$ cat config.mk
export PLATFORM = sky130hd
export DESIGN_NAME = bcd_countdown_timer_flat
export DESIGN_NICKNAME = d
export VERILOG_FILES = /design/src/rtl/bcd_countdown_timer_if.sv /design/src/rtl/bcd_countdown_timer.sv /design/src/flat_wrapper.sv
export SDC_FILE = /design/constraint.sdc
export NUM_CORES = 1
export LEC_CHECK = 0
export CORE_MARGIN = 4
export CORE_UTILIZATION = 54
export CTS_CLUSTER_SIZE = 12
export DETAILED_ROUTE_END_ITERATION = 16
export GPL_TIMING_DRIVEN = 0
export PLACE_DENSITY = 0.77
export SETUP_SLACK_MARGIN = 0.4
export SYNTH_ARGS = -nofsm -noshare
export SYNTH_HDL_FRONTEND = slang
export SYNTH_SLANG_ARGS = --single-unit
$ cat constraint.sdc
create_clock -name CLOCK_50 -period 5.62 [get_ports CLOCK_50]
set_input_delay 1.124 -clock CLOCK_50 [delete_from_list [all_inputs] [get_ports CLOCK_50]]
set_output_delay 1.124 -clock CLOCK_50 [all_outputs]
set_load 0.05 [all_outputs]
$ cat src/rtl/bcd_countdown_timer_if.sv
// Control and digit bundle for the BCD countdown timer.
// The master drives the control pulses and preset; the slave (the timer) drives the digits and status.
interface bcd_countdown_timer_if;
  logic        load;
  logic        start;
  logic        pause;
  logic [15:0] load_bcd;
  logic [3:0]  bcd3;
  logic [3:0]  bcd2;
  logic [3:0]  bcd1;
  logic [3:0]  bcd0;
  logic        running;
  logic        done;
  logic        expired;

  modport master (
    output load, start, pause, load_bcd,
    input  bcd3, bcd2, bcd1, bcd0, running, done, expired
  );

  modport slave (
    input  load, start, pause, load_bcd,
    output bcd3, bcd2, bcd1, bcd0, running, done, expired
  );
endinterface

$ cat src/rtl/bcd_countdown_timer.sv
// Four-digit BCD countdown timer: loads a preset and decrements it once per TICK_DIV clocks.
// It stops at 00.00, raises done as a level, and pulses expired for one cycle.
module bcd_countdown_timer #(
  parameter int TICK_DIV = 500000
) (
  input  logic                 CLOCK_50,
  input  logic                 reset,
  bcd_countdown_timer_if.slave bus
);
  localparam int PW = (TICK_DIV > 2) ? $clog2(TICK_DIV) : 1;

  typedef enum logic [1:0] {IDLE, RUN, PAUSED, DONE} state_t;

  state_t          state;
  logic [PW-1:0]   pre;
  logic [3:0][3:0] dig;
  logic [3:0][3:0] dig_dec;
  logic [3:0][3:0] dig_ld;
  logic            tick;
  logic            last;
  logic            running;
  logic            done;
  logic            expired;

  function automatic logic [3:0][3:0] bcd_dec(input logic [3:0][3:0] v);
    logic [3:0][3:0] r;
    logic            borrow;
    r      = v;
    borrow = 1'b1;
    for (int i = 0; i < 4; i++) begin
      if (borrow) begin
        if (v[i] == 4'd0) r[i] = 4'd9;
        else begin
          r[i]   = v[i] - 4'd1;
          borrow = 1'b0;
        end
      end
    end
    return r;
  endfunction

  always_comb begin
    dig_ld = '0;
    for (int i = 0; i < 4; i++)
      dig_ld[i] = (bus.load_bcd[4*i +: 4] > 4'd9) ? 4'd9 : bus.load_bcd[4*i +: 4];
  end

  assign dig_dec = bcd_dec(dig);
  assign tick    = (state == RUN) && (pre == PW'(TICK_DIV - 1));
  assign last    = (dig == 16'h0001);

  // Prescaler only advances while in RUN and not leaving it, so pause/resume never adds drift.
  always_ff @(posedge CLOCK_50) begin
    if (reset) begin
      state   <= IDLE;
      pre     <= '0;
      dig     <= '0;
      running <= 1'b0;
      done    <= 1'b0;
      expired <= 1'b0;
    end else begin
      expired <= 1'b0;
      if (bus.load) begin
        dig     <= dig_ld;
        state   <= IDLE;
        pre     <= '0;
        running <= 1'b0;
        done    <= 1'b0;
      end else begin
        case (state)
          IDLE: begin
            pre <= '0;
            if (bus.start && dig != '0) begin
              state   <= RUN;
              running <= 1'b1;
            end
          end
          RUN: begin
            if (bus.pause) begin
              state   <= PAUSED;
              running <= 1'b0;
            end else if (tick) begin
              pre <= '0;
              if (last) begin
                dig     <= '0;
                state   <= DONE;
                running <= 1'b0;
                done    <= 1'b1;
                expired <= 1'b1;
              end else begin
                dig <= dig_dec;
              end
            end else begin
              pre <= pre + PW'(1);
            end
          end
          PAUSED: begin
            if (bus.start) begin
              state   <= RUN;
              running <= 1'b1;
            end
          end
          default: begin
            pre <= '0;
          end
        endcase
      end
    end
  end

  assign bus.bcd3    = dig[3];
  assign bus.bcd2    = dig[2];
  assign bus.bcd1    = dig[1];
  assign bus.bcd0    = dig[0];
  assign bus.running = running;
  assign bus.done    = done;
  assign bus.expired = expired;
endmodule

$ cat src/flat_wrapper.sv
// flat-port wrapper written by rule: the top's interface ports become plain ports
module bcd_countdown_timer_flat 
#(
  parameter int TICK_DIV = 500000
)
  (CLOCK_50, reset, bus_load, bus_start, bus_pause, bus_load_bcd, bus_bcd3, bus_bcd2, bus_bcd1, bus_bcd0, bus_running, bus_done, bus_expired);
  bcd_countdown_timer_if bus_i ();
  input  logic CLOCK_50;
  input  logic reset;
  input wire logic [$bits(bus_i.load)-1:0] bus_load;
  input wire logic [$bits(bus_i.start)-1:0] bus_start;
  input wire logic [$bits(bus_i.pause)-1:0] bus_pause;
  input wire logic [$bits(bus_i.load_bcd)-1:0] bus_load_bcd;
  output wire logic [$bits(bus_i.bcd3)-1:0] bus_bcd3;
  output wire logic [$bits(bus_i.bcd2)-1:0] bus_bcd2;
  output wire logic [$bits(bus_i.bcd1)-1:0] bus_bcd1;
  output wire logic [$bits(bus_i.bcd0)-1:0] bus_bcd0;
  output wire logic [$bits(bus_i.running)-1:0] bus_running;
  output wire logic [$bits(bus_i.done)-1:0] bus_done;
  output wire logic [$bits(bus_i.expired)-1:0] bus_expired;
  assign bus_i.load = bus_load;
  assign bus_i.start = bus_start;
  assign bus_i.pause = bus_pause;
  assign bus_i.load_bcd = bus_load_bcd;
  assign bus_bcd3 = bus_i.bcd3;
  assign bus_bcd2 = bus_i.bcd2;
  assign bus_bcd1 = bus_i.bcd1;
  assign bus_bcd0 = bus_i.bcd0;
  assign bus_running = bus_i.running;
  assign bus_done = bus_i.done;
  assign bus_expired = bus_i.expired;
  bcd_countdown_timer #(.TICK_DIV(TICK_DIV)) u_core (.CLOCK_50(CLOCK_50), .reset(reset), .bus(bus_i));
endmodule
* After elaboration in Yosys (flattened, before gate mapping)
Cells that the tools add are included.
Operators by class: add/sub/neg operators 5, order comparisons 4, eq/ne operators 10, mux-type cells 37, bitwise operators 4, reduce and logical (&&, ||, !) cells 23
Operators with widths (count):
- $mux 16 | 5
- $mux 4 | 11
- $mux 19 | 2
- $pmux 19 s2 | 1
- $add 19x1->19 const B | 1
- $eq 19x19->1 const B | 1
- $eq 16x1->1 const B | 1
- $gt 4x4->1 const B | 4
- $logic_not 4->1 | 4
- $reduce_and 4->1 | 4
- $reduce_bool 16->1 | 1
- $sub 4x1->4 const B | 4
- $reduce_bool 3->1 | 4
- $mux 1 | 11
- $mux 2 | 5
- $ne 2x2->1 const B | 3
- $ne 3x2->1 const B | 2
- $pmux 2 s3 | 1
- $reduce_and 5->1 | 1
- $reduce_or 5->1 | 1
- $not 1->1 | 4
- $reduce_bool 2->1 | 2
- $pmux 1 s3 | 1
- $reduce_and 3->1 | 1
- 7 further kinds | 8
Word-level totals: register bits after elaboration 40, output and inout port bits 19, logic and storage cells 92

* Longest topological paths before layout
depth after elaboration 10, mapped depth 9, gate-level depth less buffers 7

* Worst setup path before layout
Ideal clock, no wire load.
path type input -> register, start in bus_load, end reg u_core.pre[16], arrival 2.405 ns, setup slack 3.153 ns, cell stages on the path 6, buffers on the path 1, cell sequence clkbuf_1 -> inv_2 -> nand2_1 -> a211oi_2 -> or3b_1 -> nand3_1
On the way: longest elaborated chain between the ends 1
Ends and longest elaborated chain:
- start: declaration | line flat_wrapper.sv:10 | input wire logic [$bits(bus_i.load)-1:0] bus_load;
- $reduce_or 2->1 (no line)
- end signal: assignment | line bcd_countdown_timer.sv:94 | pre <= pre + PW'(1);
- end: declaration | line bcd_countdown_timer.sv:15 | logic [PW-1:0] pre;
No other way between the ends. A chain may end at the register's enable or synchronous reset.

* Worst setup path after layout
start in reset, end reg u_core.pre[16]
On the way: longest elaborated chain between the ends 1
Ends and longest elaborated chain:
- start: declaration | line flat_wrapper.sv:9 | input logic reset;
- $reduce_or 2->1 (no line)
No other way between the ends.

==> reports/results.txt <==
After detailed routing, the number of remaining DRC violations is 0. The H-tree was split into 2 levels. The logs give 0.498 ns for the final-layout worst hold slack and 55.7% for the initial core utilization.

Ranked by total cell area, the synthesized netlist is headed by dfxtp_1 (31%), nand3_1 (4.8%), a21oi_1 (4.4%). For this run, the post-layout net count is 395. Buffers inserted to repair hold after CTS numbered 0. The number of global-route vias before repair is 2505, and the combined area of all synthesized cells is 2610 sq um. The die boundary width came out at 77.6 um. For this run the aggregate overflow at the end of global routing stands at 0. Setup repair after global routing left no endpoint under its margin. For the core region area, the log shows 4690 sq um. The filler cells instantiated in the layout total 393.

In this run the power density over the cells is 233 nW/um^2. Clock-pin slew was measured on the worst setup and hold paths at 0.09 ns. The tools report the clock net sink count as 40.

The number of antenna violations at the first check in global routing came out at 0. The combined global-route utilization of all metal layers is 23.6%. Headroom to the max-slew limit came out at 57.5%.

The slew at the pin closest to its max-slew limit was 0.638 ns; the number of antenna repair diodes was 0. The routed layout has 2681 vias. Buffers placed on the I/O ports in this run total 38.

The critical path in this run is classified as input pin to register. Of all nets on the critical path, the largest fanout is 9. Detailed-route vias per instance: 6.37. TritonCTS built the clock tree. The post-synthesis sequential element count came out at 40. The share of the Yosys chip area taken by registers is 30.6%. The total number of yosys warnings was 0. For the worst setup path, the data arrival time is 3.25 ns. The maximum number of pins on one net before global-route repair came out at 14. The wire length of the first global-routing pass is 11.8 mm.

Cell taking the most area after synthesis: dfxtp_1. The first detailed-routing pass ran for 5 iterations. The source-to-sink clock delay at the later pin of the worst-skew pair is 0.30 ns, and the fraction of synthesized cell area taken by the top area cell type is 30.6%.

The placed instance area is 3060 sq um. Summed over all nets, the half-perimeter wirelength after detailed placement is 5.07 mm. The worst setup path is captured at a register. Worst setup timing slack at the placement stage: 2.39 ns.

The tool flagged a number of max-cap violations equal to 0. The first routing iteration left 249 violations. The die outline area was 6020 sq um; the cell area after layout was 3180 sq um. The peak clock frequency supported by timing was 333 MHz. Yosys mapped a number of flops with a built-in enable equal to 0. The area growth from synthesis to layout is 21.8%. Subtracting the final worst setup slack from the clock period gives 3.00 ns. TritonCTS created 5 clock buffers. When the netlist entered floorplanning its net count stood at 350. The final antenna-violating net count is 0, and the number of standard-cell rows in the floorplan is 25.

The count of pins over their slew limit was 0. Averaged over all synthesized cells, the footprint is 8.14 sq um. For the cell leakage power, the log shows 1.12 nW. The most instantiated flip-flop cell in the synthesis netlist was dfxtp_1. The path category of the worst min-delay check is register to register. In this run the clock root is driven by a clkbuf_8. At the end of routability-driven placement, the weighted congestion stood at 0.871. The run gives 2 as the maximum root-to-sink buffer count. STA puts the critical path data required time at 5.86 ns. 40 I/O pins were placed.

STA classifies the critical path startpoint as an input pin. The setup-violating endpoint count in the final report was 0; the routed wire length per instance was 16.6 um. The share of flip-flops with an asynchronous set or reset was 0%. Gates resized during post-CTS repair numbered 0.

The final cycle utilization of the critical path was 53.4%; the final number of hold-violating endpoints was 0. The peak ir drop on the vdd network is 135 uV. Setup slack on the critical path of the routed design comes to 2.62 ns. The number of different library cells used by synthesis comes to 72. Summed over all failing endpoints, the final setup total negative slack is 0 ns. In this run the post-CTS setup repair buffer count came out at 0. The run finished with clean final reports. The die is 77.6 um tall. Clock skew on the completed layout was measured at 0.0142 ns.

The fraction of final layout cells sized beyond drive strength 1 was 9.26%; the post-synthesis cell count was 321. After detailed routing, the total wire length is 6.98 mm.
[worst paths after layout]
path,startpoint,end,slack [ns],cells past startpoint
min,u_core.pre[4]$_SDFFE_PP0P_,u_core.pre[4]$_SDFFE_PP0P_,0.50,2
max reg2reg,u_core.bus.bcd0[0]$_SDFFE_PP0P_,u_core.bus.bcd3[0]$_SDFFE_PP0P_,3.25,7
max,reset,u_core.pre[16]$_SDFFE_PP0P_,2.62,6
min reg2reg,u_core.pre[4]$_SDFFE_PP0P_,u_core.pre[4]$_SDFFE_PP0P_,0.50,2
[final cells by class]
cell class	instances	area (sq um)	area share, %
Clock buffer	6	82.6	2.59
Inverter	18	67.6	2.12
Timing Repair Buffer	38	380	11.9
Clock inverter	2	38.8	1.22
Buffer	14	66.3	2.08
Multi-Input combinational cell	249	1680	52.8
Sequential cell	40	801	25.2
Tap cell	54	67.6	2.12
[routing by layer]
| metal | vias up | global-route usage [%] | wire, um |
|---|---|---|---|
| met1 | 1259 | 33.1 | 3310 |
| met4 | 0 | 7.47 | 51 |
| met3 | 8 | 4.29 | 503 |
| met2 | 119 | 36.5 | 3120 |
| li1 | 1295 | - | - |
| met5 | - | 0 | 0 |
[stage by stage]
step | std cells | utilization, % | power, mW
6_report | 421 | 67.8 | 0.741
5_1_grt | 421 | 67.8 | 0.769
4_1_cts | 421 | 67.8 | 0.738
3_5_place_dp | 413 | 65.3 | 0.489
3_3_place_gp | 413 | 65.3 | 0.487
2_1_floorplan | 321 | - | 0.432
[layout by cell type (no fill, tap or decap), types with 5 or more instances in the layout]
cell,netlist,routed
a21oi_1,23,23
a311oi_1,5,5
a31oi_1,7,7
and3_1,8,8
clkbuf_1,9,9
clkbuf_8,0,6
clkdlybuf4s50_1,0,38
dfxtp_1,40,40
ha_1,8,8
inv_1,17,17
nand2_1,26,26
nand3_1,25,25
nor2_1,24,24
nor3_1,15,15
nor4_1,8,8
o21ai_0,13,13
or3_1,5,5
xnor2_1,9,9
[critical path, cell delays in order]
cell	delay [ns]
clkdlybuf4s50_1	0.52
inv_1	0.27
nand2_1	0.28
a211oi_2	0.56
or3b_1	0.40
nand3_1	0.08
[where the power goes]
group          internal, mW  leakage (nW)  total (mW)  switching, mW
combinational        0.0706         0.733       0.178          0.107
sequential            0.294         0.326       0.309         0.0154
clock                 0.145        0.0614       0.253          0.108
[sequential cells by signal, summed over array words and instances, names as in the netlist]
name                cells
u_core.bus.bcd1         4
u_core.state            2
u_core.bus.running      1
u_core.bus.bcd2         4
u_core.pre             19
u_core.bus.bcd3         4
u_core.bus.bcd0         4
u_core.bus.expired      1
u_core.bus.done         1
[Yosys cell counts (2+ instances only)]
cell type  count
nor3_1        15
xnor2_1        9
and4_1         3
o311a_1        3
clkbuf_1       9
inv_1         17
mux2i_1        3
o22ai_1        2
nand2_1       26
nand2b_1       3
ha_1           8
nor3b_2        2
or3_1          5
a311oi_1       5
o21bai_1       3
nor2_1        24
a32oi_1        2
buf_2          2
a31oi_1        7
nand4b_1       2
and3_1         8
o211a_1        3
nor2b_1        3
a21oi_1       23
nand3_1       25
o211ai_1       3
nor4_1         8
o21ai_0       13
dfxtp_1       40
nor3b_1        3
[kinds of logic after synthesis]
| kind of cell | count (synthesis) | share of synthesized area, % |
|---|---|---|
| and+or+nand+nor | 146 | 32.4 |
| AOI/OAI and AO/OA | 83 | 23.8 |
| DFF | 40 | 30.6 |
| buffers and inverters | 32 | 5.12 |
| xor gates and xnor gates | 9 | 3.02 |
| adders and majority gates | 8 | 3.83 |
| muxes | 3 | 1.15 |
(Power assumes the default switching activity.)
